### src/rtl/irq_ctrl_if.sv
// Peripheral-bus and CPU-handshake bundle for irq_ctrl.
// The CPU/bus side uses the master modport; the controller uses the slave modport.
interface irq_ctrl_if #(
  parameter int NSRC = 4
);
  logic [NSRC-1:0] src_irq;
  logic            kernel_mode;
  logic            irq_take;
  logic            mem_rd;
  logic            mem_wr;
  logic [31:0]     addr;
  logic [31:0]     wdata;
  logic            irq;
  logic [31:0]     rdata;

  modport master (
    output src_irq, kernel_mode, irq_take, mem_rd, mem_wr, addr, wdata,
    input  irq, rdata
  );

  modport slave (
    input  src_irq, kernel_mode, irq_take, mem_rd, mem_wr, addr, wdata,
    output irq, rdata
  );
endinterface

### src/rtl/irq_ctrl.sv
// Interrupt controller: pending/enable registers, fixed priority, take/service/return FSM.
// Optional IRQ_CTRL_EDGE_EN makes sources rising-edge triggered instead of level.
module irq_ctrl #(
  parameter int          NSRC = 4,
  parameter logic [31:0] BASE = 32'h40000030
) (
  input  logic       clk,
  input  logic       reset,
  irq_ctrl_if.slave  bus
);
  // state    | meaning
  // IDLE     | no request outstanding
  // ASSERT   | irq high, waiting for the CPU to take the vector
  // SERVICE  | handler running; wait for kernel_mode 1 -> 0
  typedef enum logic [1:0] {S_IDLE, S_ASSERT, S_SERVICE} state_t;

  state_t          r_state;
  logic [NSRC-1:0] r_ie;
  logic [NSRC-1:0] r_ip;
  logic [2:0]      r_ivec;
  logic            r_gie;
  logic            r_irq;
  logic            r_kseen;

  logic [NSRC-1:0] w_set;
  logic [NSRC-1:0] w_clr;
  logic [NSRC-1:0] w_act;
  logic            w_any_act;
  logic [2:0]      w_pri_id;
  logic            w_sel_ie, w_sel_ip, w_sel_ivec, w_sel_ctrl;
  logic [31:0]     w_rdata;
  logic            w_unused;

  assign w_sel_ie   = (bus.addr == BASE);
  assign w_sel_ip   = (bus.addr == BASE + 32'd4);
  assign w_sel_ivec = (bus.addr == BASE + 32'd8);
  assign w_sel_ctrl = (bus.addr == BASE + 32'd12);
  assign w_unused   = ^bus.wdata[31:NSRC];

`ifdef IRQ_CTRL_EDGE_EN
  logic [NSRC-1:0] r_src_q;

  always_ff @(posedge clk or negedge reset) begin
    if (!reset) r_src_q <= '0;
    else        r_src_q <= bus.src_irq;
  end

  assign w_set = bus.src_irq & ~r_src_q;
`else
  assign w_set = bus.src_irq;
`endif

  assign w_clr     = (bus.mem_wr && w_sel_ip) ? bus.wdata[NSRC-1:0] : '0;
  assign w_act     = r_ip & r_ie;
  assign w_any_act = |w_act;

  // Scan downward so the lowest active index is the last assignment.
  always_comb begin
    w_pri_id = '0;
    for (int i = NSRC - 1; i >= 0; i--) begin
      if (w_act[i]) w_pri_id = 3'(i);
    end
  end

  always_ff @(posedge clk or negedge reset) begin
    if (!reset) begin
      r_ie  <= '0;
      r_ip  <= '0;
      r_gie <= 1'b0;
    end else begin
      r_ip <= (r_ip & ~w_clr) | w_set;
      if (bus.mem_wr && w_sel_ie)   r_ie  <= bus.wdata[NSRC-1:0];
      if (bus.mem_wr && w_sel_ctrl) r_gie <= bus.wdata[0];
    end
  end

  always_ff @(posedge clk or negedge reset) begin
    if (!reset) begin
      r_state <= S_IDLE;
      r_irq   <= 1'b0;
      r_ivec  <= '0;
      r_kseen <= 1'b0;
    end else begin
      case (r_state)
        S_IDLE: begin
          if (r_gie && w_any_act && !bus.kernel_mode) begin
            r_state <= S_ASSERT;
            r_irq   <= 1'b1;
          end
        end
        S_ASSERT: begin
          if (bus.irq_take) begin
            r_ivec  <= w_pri_id;
            r_state <= S_SERVICE;
            r_irq   <= 1'b0;
            r_kseen <= 1'b0;
          end else if (!w_any_act || !r_gie || bus.kernel_mode) begin
            r_state <= S_IDLE;
            r_irq   <= 1'b0;
          end
        end
        S_SERVICE: begin
          r_irq <= 1'b0;
          if (bus.kernel_mode) begin
            r_kseen <= 1'b1;
          end else if (r_kseen) begin
            r_state <= S_IDLE;
            r_kseen <= 1'b0;
          end
        end
        default: begin
          r_state <= S_IDLE;
          r_irq   <= 1'b0;
        end
      endcase
    end
  end

  always_comb begin
    w_rdata = '0;
    if (bus.mem_rd) begin
      if (w_sel_ie)   w_rdata[NSRC-1:0] = r_ie;
      if (w_sel_ip)   w_rdata[NSRC-1:0] = r_ip;
      if (w_sel_ivec) w_rdata[2:0]      = r_ivec;
      if (w_sel_ctrl) w_rdata[1:0]      = {(r_state == S_SERVICE), r_gie};
    end
  end

  assign bus.rdata = w_rdata;
  assign bus.irq   = r_irq;
endmodule
### src/flat_wrapper.sv
// flat-port wrapper written by rule: the top's interface ports become plain ports
module irq_ctrl_flat 
#(
  parameter int          NSRC = 4,
  parameter logic [31:0] BASE = 32'h40000030
)
  (clk, reset, bus_src_irq, bus_kernel_mode, bus_irq_take, bus_mem_rd, bus_mem_wr, bus_addr, bus_wdata, bus_irq, bus_rdata);
  irq_ctrl_if #(.NSRC(NSRC)) bus_i ();
  input  logic clk;
  input  logic reset;
  input wire logic [$bits(bus_i.src_irq)-1:0] bus_src_irq;
  input wire logic [$bits(bus_i.kernel_mode)-1:0] bus_kernel_mode;
  input wire logic [$bits(bus_i.irq_take)-1:0] bus_irq_take;
  input wire logic [$bits(bus_i.mem_rd)-1:0] bus_mem_rd;
  input wire logic [$bits(bus_i.mem_wr)-1:0] bus_mem_wr;
  input wire logic [$bits(bus_i.addr)-1:0] bus_addr;
  input wire logic [$bits(bus_i.wdata)-1:0] bus_wdata;
  output wire logic [$bits(bus_i.irq)-1:0] bus_irq;
  output wire logic [$bits(bus_i.rdata)-1:0] bus_rdata;
  assign bus_i.src_irq = bus_src_irq;
  assign bus_i.kernel_mode = bus_kernel_mode;
  assign bus_i.irq_take = bus_irq_take;
  assign bus_i.mem_rd = bus_mem_rd;
  assign bus_i.mem_wr = bus_mem_wr;
  assign bus_i.addr = bus_addr;
  assign bus_i.wdata = bus_wdata;
  assign bus_irq = bus_i.irq;
  assign bus_rdata = bus_i.rdata;
  irq_ctrl #(.NSRC(NSRC), .BASE(BASE)) u_core (.clk(clk), .reset(reset), .bus(bus_i));
endmodule
### config.mk
export PLATFORM = sky130hd
export DESIGN_NAME = irq_ctrl_flat
export DESIGN_NICKNAME = d
export VERILOG_FILES = /design/src/rtl/irq_ctrl_if.sv /design/src/rtl/irq_ctrl.sv /design/src/flat_wrapper.sv
export SDC_FILE = /design/constraint.sdc
export NUM_CORES = 1
export LEC_CHECK = 0
export ABC_AREA = 1
export CELL_PAD_IN_SITES_DETAIL_PLACEMENT = 0
export CELL_PAD_IN_SITES_GLOBAL_PLACEMENT = 1
export CORE_MARGIN = 2
export CORE_UTILIZATION = 18
export DETAILED_ROUTE_END_ITERATION = 10
export HOLD_SLACK_MARGIN = 0.02
export PLACE_DENSITY = 0.79
export SLEW_MARGIN = 20
export SYNTH_ARGS = -nofsm -noshare
export SYNTH_HDL_FRONTEND = slang
export SYNTH_SLANG_ARGS = --single-unit
### constraint.sdc
create_clock -name clk -period 1.05 [get_ports clk]
set_clock_uncertainty 0.05 [all_clocks]
set_input_delay 0.1575 -clock clk [delete_from_list [all_inputs] [get_ports clk]]
set_output_delay 0.1575 -clock clk [all_outputs]
set_load 0.1 [all_outputs]
==> flow_summary.toml <==
[grt]
grt_max_degree = 16
gr-total-overflow = 0
antenna_found_initial = 0
track_usage = 0.0913
grt_pass1_wl_um = 5500
grt_pass1_vias = 1278

[worst_setup_path]
startpoint_type = "input port"
crit_end = "bus_rdata[2]"
critPathMaxFanout = 5
r2r_cells = 8
cp.arrival_ns = 1.39
critPathKind = "input port to output port"
cp-end-kind = "output port"
r2r_slack_ns = -0.15
worstReg2RegEnd = "u_core.bus.irq"
crit_path_start = "bus_addr[9]"
cp.required_ns = 0.84
r2r-start = "u_core.r_ie[1]"

[drt]
first_pass_iters = 8
drt-initial-drc-count = 41
met1_length_um = 1430
viasPerCell = 3.92
wl_met3_um = 335
drt-total-wl_um = 3380
met2WireLength_um = 1590
routed.top_layer = "met4"
drtAntennaViolNets = 0
wl_per_cell_um = 10.1
num_vias = 1309
drcViolationCount = 7

[pwr]
p_sw_frac = 0.425
vdd_ir_drop_max_v = 0.000500
comb_power_share = 0.393
clkPwrFrac = 0.272
powerDensity_nw_per_um2 = 807
internal_power_mw = 0.994
net-switching-power_mw = 0.734
seq_power_share = 0.335
p_leak_nw = 1.04

[clocking]
cts_max_level = 1
clock_latency_ns = 0.25
cts_inserted_buffers = 3
clkTransAtPathRegs_ns = 0.06
cts_tree = "yes"
clock_sinks = 15
root_buffer = "clkbuf_8"
cts.path.max_buffers = 2

[layout]
fillers = 674
antenna_cells = 0
areaGrowthSynthToFinish_pct = 77.5
drive_gt1_frac = 0.510
fin_area_um2 = 2140
stdcell_count = 334
multiInputGateArea_um2 = 890
nNetsFinal = 332
final-seq-area_um2 = 377

[yosys]
syn_area_um2 = 1210
avgSynthCellArea_um2 = 6.78
synth_cell_types = 20
synth-seq-cells = 15
postSynthCellCount = 178
ys_seq_area_frac = 0.311
ys_warn_count = 0

[die]
fp.coreArea_um2 = 6420
io_pins = 107
die_w_um = 85.9
die-area_um2 = 7370
rows = 29
start_util = 0.188
dieHeight_um = 85.9

[sta]
setup_viol = 16
setup_slack_ns = -0.545
finalHoldViolCount = 0
fin_crit_ns = 1.59
period_share = 1.52
slew_viol_final = 0
setup_tns_ns = -3.54
whs_ns = 0.173
rsz0062_at_grt = "yes"
fmax_mhz = 627

[run_status]
violations = "design-rule violations, negative setup slack"
status = "finished with violations"

[worst_hold_path]
holdCritPathClass = "input port to async pin"

[place]
pre_cts_slack_ns = -0.914
place_hpwl_um = 2660
finalWeightedCongestion = 0.791
dp.cells = 321
port_buffers = 50
dpl_cell_area_um2 = 1960

[run]
cap_viol_max_count = 0
-- timing repair --
action | 4_1_cts | 5_1_grt
gates resized for setup | 146 | 26
endpoints found under the hold margin | 0 | 0
setup buffers | 4 | 8
setup endpoints to repair | 19 | 20
hold buffers | 0 | 0
pin swaps | 50 | 25
-- metal layers --
| layer | vias to the layer above | track usage |
|---|---|---|
| met5 | - | 0 |
| met4 | 0 | 0.0260 |
| li1 | 656 | - |
| met3 | 3 | 0.0221 |
| met1 | 593 | 0.117 |
| met2 | 57 | 0.152 |
-- how the worst min path moves through the flow --
stage / startpoint / to / slack (ns) / cells past startpoint
final: reset / u_core.r_kseen / 0.17 / 2
after global routing: reset / u_core.r_ivec[0] / 0.18 / 2
after CTS: reset / u_core.r_ie[0] / 0.17 / 2
after detailed placement: reset / u_core.r_gie / 0.44 / 2
after global placement: reset / u_core.r_gie / 0.45 / 2
after floorplan: reset / u_core.bus.irq / -0.19 / 0
-- Yosys cell counts, drive strengths merged --
master / count / area [um^2]
o21bai: 1 / 7.51
nand2: 53 / 214
nand3b: 1 / 7.51
dfrtp: 15 / 375
a21oi: 2 / 10.0
nand3: 9 / 45.0
nand4: 1 / 6.26
o21ai: 13 / 76.3
nor2: 35 / 164
inv: 15 / 56.3
o31ai: 1 / 7.51
buf: 28 / 210
a21boi: 3 / 22.5
conb: 1 / 3.75
-- cell usage in the layout (no fill, tap or decap) --
cell type        count
o21ai_2              6
nand2_2             16
a21oi_1              1
clkdlybuf4s50_1     13
nand4_1              1
o21ai_1              6
nand3_1              4
nand3_4              1
dfrtp_2              1
nand2_1             31
clkbuf_1             1
nand3b_1             1
nor2_1              11
a21oi_4              1
o21ai_0              1
inv_2                5
a21boi_0             1
nor2_4              12
nand3_2              4
nand2_4              6
a21boi_1             1
nor2_2              12
buf_4               20
o21bai_1             1
buf_6               17
buf_2               21
inv_1               10
dfrtp_1             14
conb_1              28
a21boi_4             1
o31ai_1              1
buf_12               5
clkbuf_8             3
-- metrics by stage --
step	utilization	power [mW]
floorplan	-	1.15
global placement	0.305	1.28
detailed placement	0.305	1.28
CTS	0.314	1.73
global route	0.333	1.80
finish	0.333	1.73
-- power groups by stage --
stage	Clock, mW	Sequential [mW]	Combinational (mW)
finish	0.470	0.578	0.680
global route	0.513	0.578	0.705
CTS	0.484	0.578	0.666
detailed placement	0	0.589	0.693
global placement	0	0.589	0.692
floorplan	0	0.589	0.563
-- cell type report --
type,count,share of cell area
inverters,15,0.0263
repair buffers,76,0.316
well taps,77,0.0450
clock buffers,4,0.0210
flip-flops and latches,15,0.176
multi-input cells,147,0.416
-- registers in the layout, indices dropped and copies added, names as in the netlist --
register and cells:
u_core.bus.irq 1, u_core.r_gie 1, u_core.r_ie 4, u_core.r_ip 4, u_core.r_ivec 2, u_core.r_kseen 1, u_core.r_state 2
-- critical path: stages --
cell and delay (ns):
buf_6 0.09, nor2_4 0.09, nand2_2 0.07, nor2_4 0.18
nand2_2 0.09, nor2_4 0.18, buf_4 0.15, nand2_1 0.06
nand2_2 0.09, a21oi_4 0.05, buf_12 0.16
-- kinds of logic after synthesis --
logic type             Yosys count  synth area share
and+or+nand+nor                 99             0.362
other                            1           0.00311
DFF                             15             0.311
buffers and inverters           43             0.221
AOI/OAI and AO/OA               20             0.103
Note: power is estimated with default switching activity, not from simulation.
